--- src/rtl/loop_unit.sv ---
// loop_unit: loop-control stage of the Brainfuck core.
// Decodes '[' / ']', drives the return-address stack (PUSH/POP/D), turns the
// popped address into a one-cycle JUMP, and runs the forward skip to the
// matching ']' when a loop is entered with a zero cell.
// Optional build macro: BF_LOOP_CHECK_EN adds a sticky ERR output and guards
// against stack overflow/underflow and nesting-counter overflow.
module loop_unit #(
  parameter int WIDTH     = 11,
  parameter int DEPTH_POW = 7,
  parameter int SKIP_W    = 8
) (
  input  logic             CLK,
  input  logic             RESET_N,
  input  logic             INSN_VALID,
  input  logic [7:0]       INSN,
  input  logic [WIDTH-1:0] PC,
  input  logic             CELL_ZERO,
  output logic             READY,
  output logic             SKIP,
  output logic             JUMP,
  output logic [WIDTH-1:0] JUMP_ADDR,
  output logic             STK_PUSH,
  output logic             STK_POP,
  output logic [WIDTH-1:0] STK_D,
  input  logic [WIDTH-1:0] STK_Q
`ifdef BF_LOOP_CHECK_EN
  ,
  output logic             ERR
`endif
);

  localparam logic [7:0]        OP_LB   = 8'h5B;
  localparam logic [7:0]        OP_RB   = 8'h5D;
  localparam logic [SKIP_W-1:0] CNT_ONE = SKIP_W'(1);

  typedef enum logic [1:0] {
    S_IDLE,
    S_POPWAIT,
    S_SKIPPING
  } state_e;

  state_e            state_q, state_d;
  logic [SKIP_W-1:0] cnt_q, cnt_d;        // nesting depth while skipping
  logic              jmp_en_q, jmp_en_d;  // POPWAIT should jump (cell was non-zero)
  logic [WIDTH-1:0]  jaddr_q;             // last issued jump target

  logic accept;
  logic is_lb;
  logic is_rb;
  logic push;
  logic pop;
  logic jump;

  // Guard conditions; constant zero when checking is compiled out so the
  // stack traffic is unconditional and the counter simply wraps.
  logic chk_full;
  logic chk_empty;
  logic chk_sat;

`ifdef BF_LOOP_CHECK_EN
  localparam logic [DEPTH_POW:0] LEVEL_FULL = {1'b1, {DEPTH_POW{1'b0}}};

  logic [DEPTH_POW:0] level_q, level_d;  // current number of stacked '[' addresses
  logic               err_q;
  logic               err_set;

  assign chk_full  = (level_q == LEVEL_FULL);
  assign chk_empty = (level_q == '0);
  assign chk_sat   = &cnt_q;
  assign ERR       = err_q;

  // Track stack occupancy from the pulses actually sent to the stack.
  always_comb begin
    level_d = level_q;
    if (push) begin
      level_d = level_q + 1'b1;
    end else if (pop) begin
      level_d = level_q - 1'b1;
    end
  end

  // Occupancy register and sticky error flag.
  always_ff @(posedge CLK or negedge RESET_N) begin
    if (!RESET_N) begin
      level_q <= '0;
      err_q   <= 1'b0;
    end else begin
      level_q <= level_d;
      if (err_set) begin
        err_q <= 1'b1;
      end
    end
  end
`else
  // Stack depth only matters to the occupancy check, which is not built here.
  logic unused_depth_bit;
  assign unused_depth_bit = DEPTH_POW[0];

  assign chk_full  = 1'b0;
  assign chk_empty = 1'b0;
  assign chk_sat   = 1'b0;
`endif

  assign READY  = (state_q != S_POPWAIT);
  assign SKIP   = (state_q == S_SKIPPING);
  assign accept = INSN_VALID & READY;
  assign is_lb  = (INSN == OP_LB);
  assign is_rb  = (INSN == OP_RB);

  // Next-state, counter and stack/jump strobes from state and accepted opcode.
  always_comb begin
    state_d  = state_q;
    cnt_d    = cnt_q;
    jmp_en_d = jmp_en_q;
    push     = 1'b0;
    pop      = 1'b0;
    jump     = 1'b0;
`ifdef BF_LOOP_CHECK_EN
    err_set  = 1'b0;
`endif
    case (state_q)
      S_IDLE: begin
        if (accept) begin
          if (is_lb) begin
            if (CELL_ZERO) begin
              // Loop body is skipped: count this '[' as the first level.
              cnt_d   = CNT_ONE;
              state_d = S_SKIPPING;
            end else if (chk_full) begin
`ifdef BF_LOOP_CHECK_EN
              err_set = 1'b1;
`endif
            end else begin
              push = 1'b1;
            end
          end else if (is_rb) begin
            // POPWAIT is always visited so ']' has a fixed two-cycle cost.
            state_d = S_POPWAIT;
            if (chk_empty) begin
`ifdef BF_LOOP_CHECK_EN
              err_set = 1'b1;
`endif
              jmp_en_d = 1'b0;
            end else begin
              pop      = 1'b1;
              jmp_en_d = ~CELL_ZERO;
            end
          end
        end
      end

      S_POPWAIT: begin
        // Stack Q now holds the address of the matching '['.
        jump    = jmp_en_q;
        state_d = S_IDLE;
      end

      S_SKIPPING: begin
        if (accept) begin
          if (is_lb) begin
            if (chk_sat) begin
`ifdef BF_LOOP_CHECK_EN
              err_set = 1'b1;
`endif
            end else begin
              cnt_d = cnt_q + CNT_ONE;
            end
          end else if (is_rb) begin
            cnt_d = cnt_q - CNT_ONE;
            if (cnt_q == CNT_ONE) begin
              state_d = S_IDLE;
            end
          end
        end
      end

      default: begin
        state_d = S_IDLE;
      end
    endcase
  end

  // Control state, skip counter and pending-jump flag.
  always_ff @(posedge CLK or negedge RESET_N) begin
    if (!RESET_N) begin
      state_q  <= S_IDLE;
      cnt_q    <= '0;
      jmp_en_q <= 1'b0;
    end else begin
      state_q  <= state_d;
      cnt_q    <= cnt_d;
      jmp_en_q <= jmp_en_d;
    end
  end

  // Remember the last target so JUMP_ADDR holds between jumps.
  always_ff @(posedge CLK or negedge RESET_N) begin
    if (!RESET_N) begin
      jaddr_q <= '0;
    end else if (jump) begin
      jaddr_q <= STK_Q;
    end
  end

  assign JUMP      = jump;
  assign JUMP_ADDR = jump ? STK_Q : jaddr_q;
  assign STK_PUSH  = push;
  assign STK_POP   = pop;
  assign STK_D     = PC;

endmodule

--- config.mk ---
export PLATFORM = sky130hd
export DESIGN_NAME = loop_unit
export DESIGN_NICKNAME = d
export VERILOG_FILES = /design/src/rtl/loop_unit.sv
export SDC_FILE = /design/constraint.sdc
export NUM_CORES = 1
export LEC_CHECK = 0
export CAP_MARGIN = 20
export CELL_PAD_IN_SITES_DETAIL_PLACEMENT = 0
export CELL_PAD_IN_SITES_GLOBAL_PLACEMENT = 1
export CORE_MARGIN = 2
export CORE_UTILIZATION = 39
export DETAILED_ROUTE_END_ITERATION = 8
export DONT_BUFFER_PORTS = 1
export GPL_TIMING_DRIVEN = 0
export HOLD_SLACK_MARGIN = 0.03
export PLACE_DENSITY_LB_ADDON = 0.12
export REMOVE_ABC_BUFFERS = 1
export SLEW_MARGIN = 20
export SYNTH_ARGS = -nofsm -noshare
export SYNTH_HDL_FRONTEND = slang
export SYNTH_SLANG_ARGS = --single-unit
--- constraint.sdc ---
create_clock -name CLK -period 1.5 [get_ports CLK]
set_input_delay 0.3 -clock CLK [delete_from_list [all_inputs] [get_ports CLK]]
set_output_delay 0.3 -clock CLK [all_outputs]
set_load 0.005 [all_outputs]
==> flow_metrics.env <==
export IMPL_gp_congestion=0.833
export IMPL_ys_ff_latch=22
export IMPL_cts_sinks=22
export IMPL_drtIter0Drc=27
export IMPL_synth_distinct_cells=35
export IMPL_multi_input_area_sq_um=805
export IMPL_clkLatencyLatePin_ns=0.31
export IMPL_cp_top_family="compound AO/OA/AOI/OAI gates"
export IMPL_post_route_util_pct=49.8
export IMPL_setup_viol=21
export IMPL_worstPathCellList="o21ai_2 -> or2_4 -> a2111o_1 -> a211o_1 -> o21ai_1"
export IMPL_register_area_sq_um=557
export IMPL_worstMarginPinSlew_ns=0.505
export IMPL_fp_dieH_um=62.0
export IMPL_num_rows=21
export IMPL_grt_ovfl_total=0
export IMPL_wirelength_met1_um=1350
export IMPL_vdd_drop_max_v=0.000316
export IMPL_top_layer="met4"
export IMPL_fmax_mhz=583
export IMPL_rsz0062_at_grt="yes"
export IMPL_fin_nets=191
export IMPL_r2r_end="cnt_q[3]"
export IMPL_dieArea_sq_um=3850
export IMPL_antenna_found_initial=0
export IMPL_ant_nets=0
export IMPL_fin_skew_ns=0.00884
export IMPL_layout_common_cells="nand2_2, nand2_1, dfrtp_1"
export IMPL_min_period_ns=1.72
export IMPL_drive_gt1_share_pct=45.1
export IMPL_min_to="state_q[1]"
export IMPL_grt_first_pass_wirelength_um=4920
export IMPL_endpoint_kind="flop"
export IMPL_slew_violations=0
export IMPL_num_antenna_cells=0
export IMPL_power_mw=1.08
export IMPL_startpoint_type="flop"
export IMPL_tritoncts="built"
export IMPL_max_slew_margin_pct=66.4
export IMPL_track_usage_pct=17.1
export IMPL_firstDrtPassIters=4
export IMPL_io_pins=61
export IMPL_grt_pass1_vias=1103
export IMPL_port_buffers=0
export IMPL_required_ns=1.74
export IMPL_coreArea_sq_um=3280
export IMPL_hpwlAfterDp_um=2030
export IMPL_failed_checks="setup timing"
export IMPL_hp_class="in -> reg"
export IMPL_htree_levels=1
export IMPL_grt_start_max_net_pins=23
export IMPL_r2r_setup_slack_ns=-0.22
export IMPL_holdPathStages=1
export IMPL_wl_met3_um=202
export IMPL_netlist_instances=149
export IMPL_cpPeakStageDelay_ns=0.53
export IMPL_syn_area_sq_um=1310
export IMPL_ys_seq_area_share_pct=41.9
export IMPL_drt_total_wl_um=3150
export IMPL_slowest_stage="a2111o_1"
export IMPL_routedWlPerCell_um=15.8
export IMPL_initial_core_util_pct=40.0
export IMPL_max_cap_violations=0
export IMPL_status="finished with violations"
export IMPL_cp_startpoint="state_q[1]"
export IMPL_min_from="INSN[2]"
export IMPL_pre_cts_ws_ns=-0.409
export IMPL_powerDensity_nw_per_um2=663
export IMPL_r2r_start="state_q[1]"
export IMPL_clockBufferDepth=2
export IMPL_drc=0
export IMPL_fin_crit_sh_pct=114
export IMPL_wl_met2_um=1570
export IMPL_worst_slack_ns=-0.216
export IMPL_critPathMaxFanout=6
export IMPL_syn_area_per_cell_sq_um=8.82
export IMPL_nFillCells=315
export IMPL_cp_num_cells=5
export IMPL_yosysWarnings=0
export IMPL_path_clk_slew_ns=0.13
export IMPL_reg2regPathDepth=5
export IMPL_leakagePower_nw=0.628
export IMPL_cts_buffers_inserted=3
export IMPL_vias=1110
export IMPL_clockRootBuffer="clkbuf_4"
export IMPL_die_x_um=62.0
export IMPL_final_common_cell="nand2_2"
export IMPL_whs_ns=0.0542
export IMPL_vias_per_cell=5.58
export IMPL_finalHoldViolations=0
export IMPL_critPathKind="reg -> reg"
export IMPL_cp_data_arrival_time_ns=1.96
export IMPL_crit_buf_inv=0
export IMPL_syn_to_final_growth_pct=24.6
[worst max path at each step]
| stage | endpoint | slack [ns] |
|---|---|---|
| 2_1_floorplan | cnt_q[3] | -0.04 |
| 3_3_place_gp | JUMP_ADDR[10] | -0.38 |
| 3_5_place_dp | JUMP_ADDR[2] | -0.41 |
| 4_1_cts | cnt_q[3] | -0.20 |
| 5_1_grt | cnt_q[3] | -0.29 |
| 6_report | cnt_q[3] | -0.22 |
[synth_stat cells, drive strengths merged]
cell | count | area share, %
nand4 | 4 | 1.9
a31oi | 2 | 0.95
nor2 | 5 | 1.4
a2111o | 1 | 0.86
and2 | 1 | 0.48
or2 | 1 | 0.48
mux2i | 5 | 3.8
dfrtp | 22 | 42
o22ai | 1 | 0.48
or4 | 1 | 0.86
and4bb | 3 | 2.9
inv | 7 | 2.0
nand3b | 1 | 0.57
and4 | 2 | 1.5
mux2 | 1 | 0.86
nor2b | 1 | 0.48
ha | 3 | 2.9
o31ai | 1 | 0.57
nand3 | 6 | 2.3
o21ai | 6 | 2.3
nor4b | 3 | 2.0
o311ai | 2 | 1.3
a211oi | 2 | 1.1
xor2 | 1 | 0.67
nand2 | 43 | 12
and4b | 1 | 0.76
buf | 12 | 7.1
a211o | 2 | 1.3
a22o | 1 | 0.67
nor4 | 1 | 0.48
a2bb2oi | 2 | 1.3
clkbuf | 5 | 1.4
[stage by stage]
step,setup TNS [ns],instances,instance area [sq um]
3_3_place_gp,-7.73,178,1260
5_1_grt,-4.26,199,1640
6_report,-2.66,199,1640
4_1_cts,-2.55,194,1530
2_1_floorplan,-0.440,132,1200
3_5_place_dp,-8.34,178,1260
[cells by family after synthesis]
group | share of synthesized area [%]
fa+ha+maj | 2.86
mux | 4.67
xor+xnor | 0.667
flops | 41.9
buf+inv | 10.6
compound gates | 11.0
simple gates | 28.4
[worst reg2reg max path: cells and delay by family, from the launching register on]
| kind | cells | cell delay, ns |
|---|---|---|
| AOI/OAI and AO/OA | 4 | 0.96 |
| DFF | 1 | 0.46 |
| and+or+nand+nor | 1 | 0.23 |
[repair_timing]
item | 4_1_cts | 5_1_grt
pin swaps | 24 | 10
gates cloned | 1 | 0
hold buffers | 1 | 1
endpoints found under the setup margin | 34 | 24
gates resized for setup | 48 | 19
endpoints found under the hold margin | 22 | 22
buffers inserted | 10 | 4
[report_power, final]
part	switching [mW]	internal (mW)	total, mW	leakage (nW)
combinational	0.0581	0.0451	0.103	0.377
sequential	0.0250	0.623	0.648	0.230
clock	0.185	0.148	0.333	0.0210
[state kept, by name, indices dropped and copies added (netlist names)]
signal    count
cnt_q         8
jaddr_q      11
jmp_en_q      1
state_q       2
[final cells by class]
type                       count  area share [%]
timing repair inverter         1           0.382
clock buffer                   4            2.22
inverter                       7            2.22
tap                           46            3.52
timing repair buffer          16            8.49
multi-input combinational    103            49.2
sequential                    22            34.0
[routing by layer]
| metal | global-route usage (%) | vias to the layer above |
|---|---|---|
| li1 | - | 523 |
| met1 | 19.8 | 540 |
| met2 | 29.0 | 42 |
| met3 | 6.00 | 5 |
| met4 | 6.38 | 0 |
| met5 | 0 | - |
(Power assumes the default switching activity.)
